==> config.mk <==
export PLATFORM = sky130hd
export DESIGN_NAME = adc_capture
export DESIGN_NICKNAME = d
export VERILOG_FILES = /design/src/rtl/adc_pkg.sv /design/src/rtl/adc_sck_gen.sv /design/src/rtl/adc_capture.sv
export SDC_FILE = /design/constraint.sdc
export NUM_CORES = 1
export LEC_CHECK = 0
export ABC_AREA = 1
export ABC_CLOCK_PERIOD_IN_PS = 1800
export BUFFER_PORTS_ARGS = -buffer_cell sky130_fd_sc_hd__clkbuf_2
export CAP_MARGIN = 20
export CORE_MARGIN = 1
export CORE_UTILIZATION = 40
export CTS_CLUSTER_SIZE = 24
export DETAILED_ROUTE_END_ITERATION = 16
export GPL_TIMING_DRIVEN = 0
export PLACE_DENSITY = 0.58
export SYNTH_ARGS = -nofsm -noshare
export SYNTH_HDL_FRONTEND = slang
export SYNTH_SLANG_ARGS = --single-unit
==> constraint.sdc <==
create_clock -name CLK50MHZ -period 1.8 [get_ports CLK50MHZ]
set_clock_uncertainty 0.2 [all_clocks]
set_input_delay 0.36 -clock CLK50MHZ [delete_from_list [all_inputs] [get_ports CLK50MHZ]]
set_output_delay 0.36 -clock CLK50MHZ [all_outputs]
set_load 0.02 [all_outputs]
==> src/rtl/adc_pkg.sv <==
// Shared constants, frame layout and state encoding for the ADC capture block.
package adc_pkg;

    localparam int ADC_DATA_W     = 14;
    localparam int ADC_FRAME_BITS = 34;

    // Frame bit positions, indexed in transmission order (bit 0 is first on the wire).
    localparam logic [5:0] ADC_LAST_BIT = 6'(ADC_FRAME_BITS - 1);
    localparam logic [5:0] ADC_A_FIRST  = 6'd2;
    localparam logic [5:0] ADC_A_LAST   = 6'd15;
    localparam logic [5:0] ADC_B_FIRST  = 6'd18;
    localparam logic [5:0] ADC_B_LAST   = 6'd31;

    typedef enum logic [1:0] {
        ST_IDLE  = 2'd0,
        ST_CONV  = 2'd1,
        ST_SHIFT = 2'd2,
        ST_DONE  = 2'd3
    } adc_state_t;

    // True when frame bit k falls inside the inclusive window [lo, hi].
    function automatic logic bit_in_window(input logic [5:0] k,
                                           input logic [5:0] lo,
                                           input logic [5:0] hi);
        return (k >= lo) && (k <= hi);
    endfunction

endpackage

==> src/rtl/adc_sck_gen.sv <==
// SPI clock generator for the ADC frame: registered SCK, a tick marking each
// low-to-high transition, and a flag on the last cycle of the 34th high half.
module adc_sck_gen
    import adc_pkg::*;
#(
    parameter int SCK_HALF = 3
) (
    input  logic       i_clk,
    input  logic       i_rst,
    input  logic       i_en,
    output logic       o_sck,
    output logic       o_rise_tick,
    output logic       o_frame_end,
    output logic [5:0] o_bit_idx
);

    localparam logic [3:0] HALF_LAST = 4'(SCK_HALF - 1);

    logic [3:0] r_half_cnt;
    logic [5:0] r_bit_cnt;
    logic       r_sck;
    logic       w_half_end;

    assign w_half_end = (r_half_cnt == HALF_LAST);

    // Half-period counter toggles SCK; bit counter advances at the end of each high half.
    always_ff @(posedge i_clk) begin
        if (i_rst || !i_en) begin
            r_half_cnt <= '0;
            r_bit_cnt  <= '0;
            r_sck      <= 1'b0;
        end else if (w_half_end) begin
            r_half_cnt <= '0;
            r_sck      <= ~r_sck;
            if (r_sck) begin
                r_bit_cnt <= (r_bit_cnt == ADC_LAST_BIT) ? 6'd0 : r_bit_cnt + 6'd1;
            end
        end else begin
            r_half_cnt <= r_half_cnt + 4'd1;
        end
    end

    // The tick is high in the cycle whose closing edge drives SCK high.
    assign o_rise_tick = i_en && w_half_end && !r_sck;
    assign o_frame_end = i_en && w_half_end && r_sck && (r_bit_cnt == ADC_LAST_BIT);
    assign o_sck       = r_sck;
    assign o_bit_idx   = r_bit_cnt;

endmodule

==> src/rtl/adc_capture.sv <==
// Dual-channel 14-bit serial ADC capture: convert strobe, 34-bit frame readout,
// and signed channel A/B results that update only when a capture completes.
module adc_capture
    import adc_pkg::*;
#(
    parameter int SCK_HALF    = 3,
    parameter int CONV_CYCLES = 2
) (
    input  logic                         CLK50MHZ,
    input  logic                         RST,
    input  logic                         adc_trig,
    input  logic                         adc_miso,
    output logic                         adc_conv,
    output logic                         spi_sck,
    output logic                         adc_busy,
    output logic                         adc_done,
    output logic signed [ADC_DATA_W-1:0] adc_a,
    output logic signed [ADC_DATA_W-1:0] adc_b
);

    localparam logic [3:0] CONV_LAST = 4'(CONV_CYCLES - 1);

    adc_state_t                   r_state;
    adc_state_t                   w_state_next;
    logic [3:0]                   r_conv_cnt;
    logic [ADC_DATA_W-1:0]        r_sh_a;
    logic [ADC_DATA_W-1:0]        r_sh_b;
    logic signed [ADC_DATA_W-1:0] r_adc_a;
    logic signed [ADC_DATA_W-1:0] r_adc_b;
    logic                         w_shift_en;
    logic                         w_rise_tick;
    logic                         w_frame_end;
    logic [5:0]                   w_bit_idx;

    assign w_shift_en = (r_state == ST_SHIFT);

    adc_sck_gen #(
        .SCK_HALF(SCK_HALF)
    ) u_sck_gen (
        .i_clk       (CLK50MHZ),
        .i_rst       (RST),
        .i_en        (w_shift_en),
        .o_sck       (spi_sck),
        .o_rise_tick (w_rise_tick),
        .o_frame_end (w_frame_end),
        .o_bit_idx   (w_bit_idx)
    );

    // State register; reset aborts any capture in flight.
    always_ff @(posedge CLK50MHZ) begin
        if (RST) begin
            r_state <= ST_IDLE;
        end else begin
            r_state <= w_state_next;
        end
    end

    // Next-state logic; triggers are only looked at in IDLE, so nothing is queued.
    always_comb begin
        w_state_next = r_state;
        unique case (r_state)
            ST_IDLE:  if (adc_trig) w_state_next = ST_CONV;
            ST_CONV:  if (r_conv_cnt == CONV_LAST) w_state_next = ST_SHIFT;
            ST_SHIFT: if (w_frame_end) w_state_next = ST_DONE;
            ST_DONE:  w_state_next = ST_IDLE;
            default:  w_state_next = ST_IDLE;
        endcase
    end

    // Moore outputs decoded straight from the state register.
    always_comb begin
        adc_conv = 1'b0;
        adc_busy = 1'b1;
        adc_done = 1'b0;
        unique case (r_state)
            ST_IDLE: adc_busy = 1'b0;
            ST_CONV: adc_conv = 1'b1;
            ST_DONE: adc_done = 1'b1;
            default: ;
        endcase
    end

    // Convert-strobe length counter, idle at zero outside CONV.
    always_ff @(posedge CLK50MHZ) begin
        if (RST || (r_state != ST_CONV) || (r_conv_cnt == CONV_LAST)) begin
            r_conv_cnt <= '0;
        end else begin
            r_conv_cnt <= r_conv_cnt + 4'd1;
        end
    end

    // Shift in MISO at each SCK rising tick, MSB first, skipping the high-Z slots.
    always_ff @(posedge CLK50MHZ) begin
        if (RST) begin
            r_sh_a <= '0;
            r_sh_b <= '0;
        end else if (w_rise_tick) begin
            if (bit_in_window(w_bit_idx, ADC_A_FIRST, ADC_A_LAST)) begin
                r_sh_a <= {r_sh_a[ADC_DATA_W-2:0], adc_miso};
            end
            if (bit_in_window(w_bit_idx, ADC_B_FIRST, ADC_B_LAST)) begin
                r_sh_b <= {r_sh_b[ADC_DATA_W-2:0], adc_miso};
            end
        end
    end

    // Results load on the edge entering DONE so they are valid alongside adc_done.
    always_ff @(posedge CLK50MHZ) begin
        if (RST) begin
            r_adc_a <= '0;
            r_adc_b <= '0;
        end else if (w_shift_en && w_frame_end) begin
            r_adc_a <= $signed(r_sh_a);
            r_adc_b <= $signed(r_sh_b);
        end
    end

    assign adc_a = r_adc_a;
    assign adc_b = r_adc_b;

endmodule

* After elaboration in Yosys (flattened, before gate mapping)
Cells that the tools add are included.
** Storage, ports and cells
- Bits in registers :: 73
- Output and inout bits :: 32
- Logic and storage cells :: 53
- Input bits :: 4
** Operators by class
- Reductions and logical operators :: 18
- Bitwise logic cells :: 1
- Eq/ne operators :: 10
- Add/subtract/negate cells :: 3
- Muxes and demuxes :: 8
- $lt $le $gt $ge :: 4
** Operators with widths (number)
- $add A4 B1 Y4 const B :: 2
- $pmux W2 S4 :: 1
- $logic_and A1 B1 Y1 :: 7
- $add A6 B1 Y6 const B :: 1
- $eq A6 B6 Y1 const B :: 1
- $ge A6 B2 Y1 const B :: 1
- $ge A6 B5 Y1 const B :: 1
- $le A6 B4 Y1 const B :: 1
- $le A6 B5 Y1 const B :: 1
- $mux W2 :: 3
- $mux W6 :: 1
- $ne A2 B2 Y1 const B :: 3
- $reduce_and A2 Y1 :: 3
- $eq A2 B2 Y1 const B :: 2
- $eq A4 B1 Y1 const B :: 1
- $eq A4 B2 Y1 const B :: 1
- $logic_or A1 B1 Y1 :: 3
- $mux W1 :: 3
- $reduce_and A3 Y1 :: 1
- $eq A2 B1 Y1 const B :: 1
- $logic_not A1 Y1 :: 2
- $logic_not A2 Y1 :: 1
- $ne A2 B1 Y1 const B :: 1
- $reduce_or A2 Y1 :: 1
- $not A1 Y1 :: 1

* Logic depth before layout (Yosys ltp)
Gate-level depths: netlist of the first run.
- Word-level depth :: 6
- Gate-level depth with buffers :: 12
- Mapped depth without buffers :: 10

* Hierarchy
From an unflattened synthesis of the first run, not the netlist that was laid out.
** Unflattened totals
- Cell total of the unflattened synthesis :: 404
- Area total of the unflattened synthesis :: 3101.7 µm²
** By module, submodules not included
- adc_capture :: instances 1, cells each 327, sequential area each 1241.2 µm², area each 2514.9 µm²
- adc_sck_gen :: instances 1, cells each 77, sequential area each 220.2 µm², area each 586.8 µm²

* Worst setup path after synthesis of the first run
No wires, ideal clock.
- Path type :: register to register
- Start point :: reg r_state[0]
- End point :: reg r_sh_a[10]
- Data required time :: 1.487 ns
- Library setup time :: 0.113 ns
- Period minus slack after synthesis :: 1.652 ns
- Stages on the path, launching flop included :: 9
- Setup slack :: 0.148 ns
- Path buffers :: 1
- Arrival time :: 1.339 ns
- Cell sequence :: dfxtp_1 -> inv_1 -> ha_1 -> nand4_1 -> nor2_2 -> buf_4 -> nand2_1 -> nand2_1 -> nor2_1
** On the way
- Longest elaborated chain between the ends :: 4
** Ends and longest elaborated chain
- from (decl) :: line adc_capture.sv:23 : adc_state_t r_state;
- from (signal assigned) :: line adc_capture.sv:54 : r_state <= w_state_next;
- $eq A2 B2 Y1 :: line adc_capture.sv:35 : assign w_shift_en = (r_state == ST_SHIFT);
- $logic_and A1 B1 Y1 (2 in series) :: line adc_sck_gen.sv:44 : assign o_rise_tick = i_en && w_half_end && !r_sck;
- $reduce_and A2 Y1 (no line)
- to (signal assigned) :: line adc_capture.sv:99 : r_sh_a <= {r_sh_a[ADC_DATA_W-2:0], adc_miso};
- to (decl) :: line adc_capture.sv:26 : logic [ADC_DATA_W-1:0] r_sh_a;
Every way passes these cells.
A chain may end at the register's enable or synchronous reset.

* Final worst setup path of the first run
- Start point :: reg u_sck_gen.r_half_cnt[0]
- End point :: reg r_adc_a[9] (netlist: adc_a[9])
** On the way
- Longest elaborated chain between the ends :: 5
** Ends and longest elaborated chain
- from (decl) :: line adc_sck_gen.sv:19 : logic [3:0] r_half_cnt;
- from (signal assigned) :: line adc_sck_gen.sv:39 : r_half_cnt <= r_half_cnt + 4'd1;
- $eq A4 B2 Y1 :: line adc_sck_gen.sv:24 : assign w_half_end = (r_half_cnt == HALF_LAST);
- $logic_and A1 B1 Y1 (3 in series) :: line adc_sck_gen.sv:45 : assign o_frame_end = i_en && w_half_end && r_sck && (r_bit_cnt == ADC_LAST_BIT);
- $logic_and A1 B1 Y1 :: line adc_capture.sv:112 : end else if (w_shift_en && w_frame_end) begin
- to (signal assigned) :: line adc_capture.sv:113 : r_adc_a <= $signed(r_sh_a);
- to (decl) :: line adc_capture.sv:28 : logic signed [ADC_DATA_W-1:0] r_adc_a;
Every way passes these cells.

==> impl_results.rst, run 1 <==
.. list-table::
   :header-rows: 1

   * - Metric
     - Value
   * - Wire length of the first global-routing pass
     - 10400 µm
   * - Die footprint
     - 8180 µm²
   * - Number of warnings printed during yosys synthesis
     - 0
   * - Count of input and output buffers
     - 35
   * - Rel. slew slack
     - 69.2%
   * - Critical path required time
     - 1.88 ns
   * - Number of antenna cells inserted
     - 0
   * - Routed via count divided by cell count
     - 4.34
   * - Setup TNS after final layout
     - 0 ns
   * - Clk Latency, worst-skew pair
     - 0.33 ns
   * - Placed wire-length estimate
     - 4150 µm
   * - Worst Max-Slew Pin Slew
     - 0.462 ns
   * - TritonCTS buffer count
     - 9
   * - Worst Reg2Reg Path Length in Cells
     - 12
   * - Total area of multi-input combinational cells
     - 1420 µm²
   * - Setup crit end kind
     - register
   * - Share of the yosys chip area belonging to registers
     - 46.7%
   * - Finished Core Util
     - 53.4%
   * - Category of the worst setup path launch point
     - register
   * - Row count
     - 31
   * - Register Area
     - 1470 µm²
   * - Height of the chip
     - 90.5 µm
   * - Final setup viols
     - 0
   * - CTS Hold Bufs
     - 0
   * - Initial Util
     - 42.3%
   * - Count of max-cap constraint violations
     - 0
   * - Timing-limited maximum frequency
     - 587 MHz
   * - Reg-to-reg critical path endpoint
     - adc_a[9]
   * - Highest fanout seen on the critical path
     - 7
   * - GPL Wtd Cong
     - 0.803
   * - Fill cell instance count of the final layout
     - 728
   * - Pwr Density
     - 958 nW/µm²
   * - Proportion of layout cells with a drive suffix above 1
     - 22.4%
   * - Routed WL per cell
     - 10.4 µm
   * - Synth top area share
     - 46.7%
   * - Global-route total usage across every layer
     - 15.8%
   * - Width of the die
     - 90.5 µm
   * - Register-to-register setup slack
     - 0.1 ns
   * - Commonest cells after routing, fill and taps aside
     - 125 x nor2_1, 93 x nand2_1, 67 x dfxtp_1, 59 x inv_1, 34 x clkbuf_2
   * - Synthesized netlist net count
     - 465
   * - Critical register-to-register path startpoint
     - u_sck_gen.r_half_cnt[0]
   * - Standby leakage power
     - 1.91 nW
   * - Layout Nets
     - 519
   * - Final hold violation count
     - 0
   * - Post-route clock period utilization
     - 94.6%
   * - CP Class
     - reg2reg
   * - Synthesized instance count
     - 450
   * - Post-route DRC violation count
     - 0
   * - Largest vdd supply drop
     - 0.381 mV
   * - Buffers from clock root to sink, at most
     - 2
   * - Worst hold path depth
     - 3
   * - Part of the power in registers
     - 44.7%
   * - Detailed-route wire length
     - 6330 µm
   * - Share of power burned in the clock network
     - 43.8%
   * - Clock Sinks
     - 73
   * - Via count of the first global-routing pass
     - 2406
   * - DP Cell Count
     - 584
   * - Proportion of power drawn by combinational gates
     - 11.5%
   * - Per-instance average area after synthesis
     - 6.96 µm²
   * - Proportion of total power due to net switching
     - 24.0%
   * - Detailed router's first-iteration violation count
     - 87
   * - Initial antenna violation count
     - 0
   * - H-Tree Level Count
     - 3
   * - Clock-pin slew reported for the worst setup and hold paths after clock tree synthesis
     - 0.08 ns
   * - Hold WC Path Type
     - in2reg
   * - Area leader, netlist
     - dfxtp_1
   * - Net switching power
     - 0.909 mW
   * - Buffer cell driving the clock tree root
     - clkbuf_8
   * - Synth Register Bits
     - 73
   * - Number of cells in the finished layout apart from fillers
     - 608
   * - Most common cell after layout, fill and taps aside
     - nor2_1
   * - Number of nets still failing antenna checks after routing
     - 0
   * - Count of TritonRoute iterations in the first routing pass
     - 4
   * - Clock tree from TritonCTS
     - done
   * - Total congestion overflow after global routing
     - 0
   * - Unique masters post-synth
     - 21
   * - Cell area after technology mapping
     - 3130 µm²
   * - Run status
     - finished clean
   * - Arrival time at the worst endpoint
     - 1.78 ns
   * - Overall via count from detail_route
     - 2638
   * - Standard cell core area
     - 7410 µm²
   * - Final Critical Period
     - 1.70 ns
   * - Area growth, synth to finish
     - 26.3%
   * - Setup repair after global routing missed its margin
     - true
   * - Hold Path Sink
     - r_sh_b[0]
   * - Number of max-slew violations in the final report
     - 0
   * - Top-level port count
     - 36
   * - Area contributors post-synth
     - dfxtp_1 47%, nor2_1 16%, nand2_1 11%
   * - Internal Dissipation
     - 2.88 mW
   * - Hold Path Origin
     - adc_miso
   * - Maximum number of pins on one net before global-route repair
     - 13
   * - Final hold slack
     - 0.0971 ns
-- state kept, by name, indices dropped and copies added (netlist names) --
name,cells
adc_a,14
adc_b,14
r_conv_cnt,4
r_sh_a,14
r_sh_b,14
r_state,2
u_sck_gen.o_bit_idx,6
u_sck_gen.o_sck,1
u_sck_gen.r_half_cnt,4
-- repair_timing --
item | CTS | global route
endpoints found under the setup margin | 48 | 51
resized for setup | 14 | 46
cloned | 0 | 3
pin swaps | 2 | 8
setup buffers | 1 | 4
-- cells in the mapped netlist, drive strengths merged --
library cell / number
nor2: 137
nand2: 108
dfxtp: 73
inv: 65
o21ai: 17
buf: 11
ha: 11
nand3: 9
a21oi: 7
clkbuf: 5
xnor2: 3
nand4: 1
nor3: 1
or2: 1
xor2: 1
-- per-layer routing --
layer | track usage [%] | up-vias | part of all wire, %
met1 | 19.7 | 1149 | 48
met4 | 7.80 | 0 | 1.6
li1 | - | 1428 | -
met3 | 4.04 | 10 | 4.8
met5 | 0 | - | 0
met2 | 25.3 | 51 | 45
-- power groups by stage --
stage	sequential [mW]	clock (mW)	combinational, mW
3_3_place_gp	1.71	0	0.370
6_report	1.69	1.66	0.435
5_1_grt	1.70	1.77	0.497
2_1_floorplan	1.71	0	0.289
4_1_cts	1.68	1.70	0.391
3_5_place_dp	1.72	0	0.376
-- critical path: stages (launching register included) --
cell	delay [ns]
dfxtp_2	0.34
inv_2	0.06
ha_4	0.15
nand2_4	0.06
nor2_4	0.13
nand2_2	0.08
inv_2	0.07
nand2_4	0.07
buf_12	0.15
buf_8	0.13
nand2_1	0.05
nand2_1	0.04
nor2_1	0.11
-- through the flow --
stage / power [mW] / cell area [µm²] / worst slack [ns]
global route: 3.97 / 3950 / -0.0274
CTS: 3.77 / 3730 / 0.00186
finish: 3.79 / 3950 / 0.0971
detailed placement: 2.09 / 3430 / -0.165
floorplan: 2.00 / 3130 / 0.148
global placement: 2.08 / 3430 / -0.145
-- logic make-up (layout without fill, tap and decap cells) --
logic type | Yosys count | in the layout | synth area share [%]
AO/OA/AOI/OAI | 24 | 24 | 3.84
XOR/XNOR | 4 | 4 | 1.12
adder cells (fa/ha/maj) | 11 | 11 | 4.40
buffers and inverters | 81 | 140 | 10.9
flip-flops | 73 | 73 | 46.7
AND/OR/NAND/NOR | 257 | 257 | 33.1
-- worst max path at each step --
stage	slack, ns	end	depth (start not counted)	startpoint
final	0.1	adc_a[9]	12	u_sck_gen.r_half_cnt[0]
after global routing	-0.03	adc_b[13]	12	u_sck_gen.r_half_cnt[0]
after CTS	0.002	adc_a[12]	11	u_sck_gen.o_bit_idx[1]
after detailed placement	-0.17	r_sh_a[8]	8	r_state[0]
after global placement	-0.14	r_sh_a[11]	8	r_state[0]
after floorplan	0.15	r_sh_a[10]	8	r_state[0]
-- cell type report --
| type | instances | share of cell area, % |
|---|---|---|
| Buffer | 16 | 3.58 |
| Clock buffer | 10 | 3.23 |
| Clock inverter | 6 | 3.29 |
| Inverter | 65 | 6.24 |
| Multi-Input combinational cell | 296 | 35.8 |
| Sequential cell | 73 | 37.3 |
| Tap cell | 99 | 3.13 |
| Timing Repair Buffer | 43 | 7.44 |
No activity file was read; power rests on OpenSTA's default activity.
==> run 2, diff against run 1 <==
--- a/config.mk
+++ b/config.mk
@@ -10,11 +10,11 @@
 export BUFFER_PORTS_ARGS = -buffer_cell sky130_fd_sc_hd__clkbuf_2
 export CAP_MARGIN = 20
 export CORE_MARGIN = 1
-export CORE_UTILIZATION = 40
+export CORE_UTILIZATION = 39
 export CTS_CLUSTER_SIZE = 24
 export DETAILED_ROUTE_END_ITERATION = 16
 export GPL_TIMING_DRIVEN = 0
-export PLACE_DENSITY = 0.58
+export PLACE_DENSITY = 0.57
 export SYNTH_ARGS = -nofsm -noshare
 export SYNTH_HDL_FRONTEND = slang
 export SYNTH_SLANG_ARGS = --single-unit
==> run 2 against run 1 <==
Net effect:
- utilization down 4.2 points
- sequential power about the same
- worst setup slack worse by 0.079 ns
- clock-buffer cell count unchanged
- non-clock buffer count unchanged
==> impl_results.rst, run 2 (synthesis gave the netlist of run 1 again) <==
.. list-table::
   :header-rows: 1

   * - Metric
     - Value
   * - Setup repair after global routing missed its margin
     - true
   * - Fin area
     - 3800 µm²
   * - Number of nets still failing antenna checks after routing
     - 0
   * - Register-to-register setup slack
     - 0.05 ns
   * - Critical path cell sequence
     - inv_1 > ha_1 > inv_1 > clkbuf_4
   * - Buffers from clock root to sink, at most
     - 2
   * - DP Cell Count
     - 587
   * - Clock tree from TritonCTS
     - done
   * - Worst path max stage delay
     - 0.37 ns
   * - Rel. slew slack
     - 66.6%
   * - Hold Path Sink
     - r_sh_b[0]
   * - Standard cell core area
     - 7730 µm²
   * - Clk Latency, worst-skew pair
     - 0.34 ns
   * - Critical-path top delay cell
     - dfxtp_2
   * - Area after DPL
     - 3430 µm²
   * - Height of the chip
     - 91.6 µm
   * - Die footprint
     - 8390 µm²
   * - Detailed router's first-iteration violation count
     - 104
   * - Hold Path Origin
     - adc_miso
   * - Width of the die
     - 91.6 µm
   * - CP dominant cell by count
     - inv_1
   * - Post-Place Setup Slack
     - -0.184 ns
   * - Final hold violation count
     - 0
   * - Hold WC Path Type
     - in2reg
   * - TritonCTS buffer count
     - 9
   * - Routed WL per cell
     - 10.1 µm
   * - Arrival time at the worst endpoint
     - 1.22 ns
   * - Buffer cell driving the clock tree root
     - clkbuf_8
   * - Row count
     - 32
   * - Layout Nets
     - 519
   * - H-Tree Level Count
     - 3
   * - Worst Max-Slew Pin Slew
     - 0.501 ns
   * - Overall via count from detail_route
     - 2604
   * - Worst hold path depth
     - 3
   * - Standby leakage power
     - 1.84 nW
   * - Clock-pin slew reported for the worst setup and hold paths after clock tree synthesis
     - 0.09 ns
   * - Critical register-to-register path startpoint
     - u_sck_gen.r_half_cnt[0]
   * - Placed wire-length estimate
     - 4210 µm
   * - Proportion of layout cells with a drive suffix above 1
     - 21.8%
   * - Commonest cells after routing, fill and taps aside
     - 122 x nor2_1, 94 x nand2_1, 67 x dfxtp_1, 62 x inv_1, 34 x clkbuf_2
   * - Via count of the first global-routing pass
     - 2424
   * - Final worst slack
     - 0.0178 ns
   * - Reg-to-reg critical path endpoint
     - adc_b[8]
   * - Number of max-slew violations in the final report
     - 0
   * - Maximum number of pins on one net before global-route repair
     - 14
   * - Number of cells in the finished layout apart from fillers
     - 611
   * - Highest fanout seen on the critical path
     - 4
   * - Top-level port count
     - 36
   * - Total congestion overflow after global routing
     - 0
   * - Largest vdd supply drop
     - 0.384 mV
   * - Most common cell after layout, fill and taps aside
     - nor2_1
   * - Setup TNS after final layout
     - 0 ns
   * - Timing-limited maximum frequency
     - 561 MHz
   * - Setup crit end kind
     - output pin
   * - Pwr Density
     - 924 nW/µm²
   * - Count of input and output buffers
     - 35
   * - Run status
     - finished clean
   * - Initial antenna violation count
     - 0
   * - Wire length of the first global-routing pass
     - 10700 µm
   * - Count of TritonRoute iterations in the first routing pass
     - 4
   * - Initial Util
     - 40.5%
   * - Area growth, synth to finish
     - 21.3%
   * - Critical path required time
     - 1.24 ns
   * - Detailed-route wire length
     - 6180 µm
   * - CP Class
     - reg2out
   * - GPL Wtd Cong
     - 0.764
   * - Final setup viols
     - 0
   * - Count of max-cap constraint violations
     - 0
   * - Post-route clock period utilization
     - 99.0%
   * - Final Critical Period
     - 1.78 ns
   * - Number of antenna cells inserted
     - 0
   * - Global-route total usage across every layer
     - 16.2%
   * - Clock Sinks
     - 73
   * - Category of the worst setup path launch point
     - register
   * - Routed via count divided by cell count
     - 4.26
   * - Worst Reg2Reg Path Length in Cells
     - 11
   * - Post-route DRC violation count
     - 0
[run 2: cell types whose count changed in the layout (fill, tap and decap cells not counted), sizes merged]
cell / change
bufinv: -2
clkbuf: -2
inv: +1
clkinv: +1
buf: +2
[run 2: worst max path at each step]
stage	startpoint	to	slack, ns
2_1_floorplan	r_state[0]	r_sh_a[10]	0.15
3_3_place_gp	r_state[0]	r_sh_a[7]	-0.15
3_5_place_dp	r_state[0]	r_sh_a[12]	-0.18
4_1_cts	u_sck_gen.r_half_cnt[0]	adc_b[8]	0.004
5_1_grt	u_sck_gen.o_bit_idx[1]	adc_b[2]	-0.06
6_report	r_state[1]	adc_busy	0.02
[run 2: power breakdown]
group	switching (mW)	internal (mW)	leakage (nW)
logic	0.256	0.138	1.14
registers	0.0332	1.65	0.591
clock network	0.640	0.789	0.111
[run 2: critical path, delay by kind of cell (launching register included)]
kind                       cells  cell delay, ns
DFF                            1            0.37
buffers and inverters          3            0.33
adders and majority gates      1            0.18
[run 2: metal layers]
metal,GRT usage [%],part of all wire [%]
met5,0,0
met4,8.73,2.2
met3,3.85,4.0
met2,25.3,43
met1,20.5,51
[run 2: layout make-up]
cell class / instances / area (µm²)
fillers: 800 / 3930
clock buffers: 10 / 128
flip-flops and latches: 73 / 1470
well taps: 102 / 128
plain buffers: 16 / 123
repair buffers: 43 / 238
multi-input cells: 296 / 1370
inverters: 65 / 246
clock inverters: 6 / 91.3
[run 2: repair_timing]
action,in CTS,in global routing
resized for setup,12,29
pin swaps,2,3
endpoints found under the setup margin,48,53
setup buffers,2,6
hold buffers,0,0
[run 2: metrics by stage]
step                power (mW)  hold WS [ns]  util, %
CTS                       3.55        0.0877     47.8
global route              3.67         0.113     49.1
detailed placement        2.09         0.265     44.4
floorplan                 2.00         0.230        -
global placement          2.09         0.250     44.4
finish                    3.51        0.0975     49.1
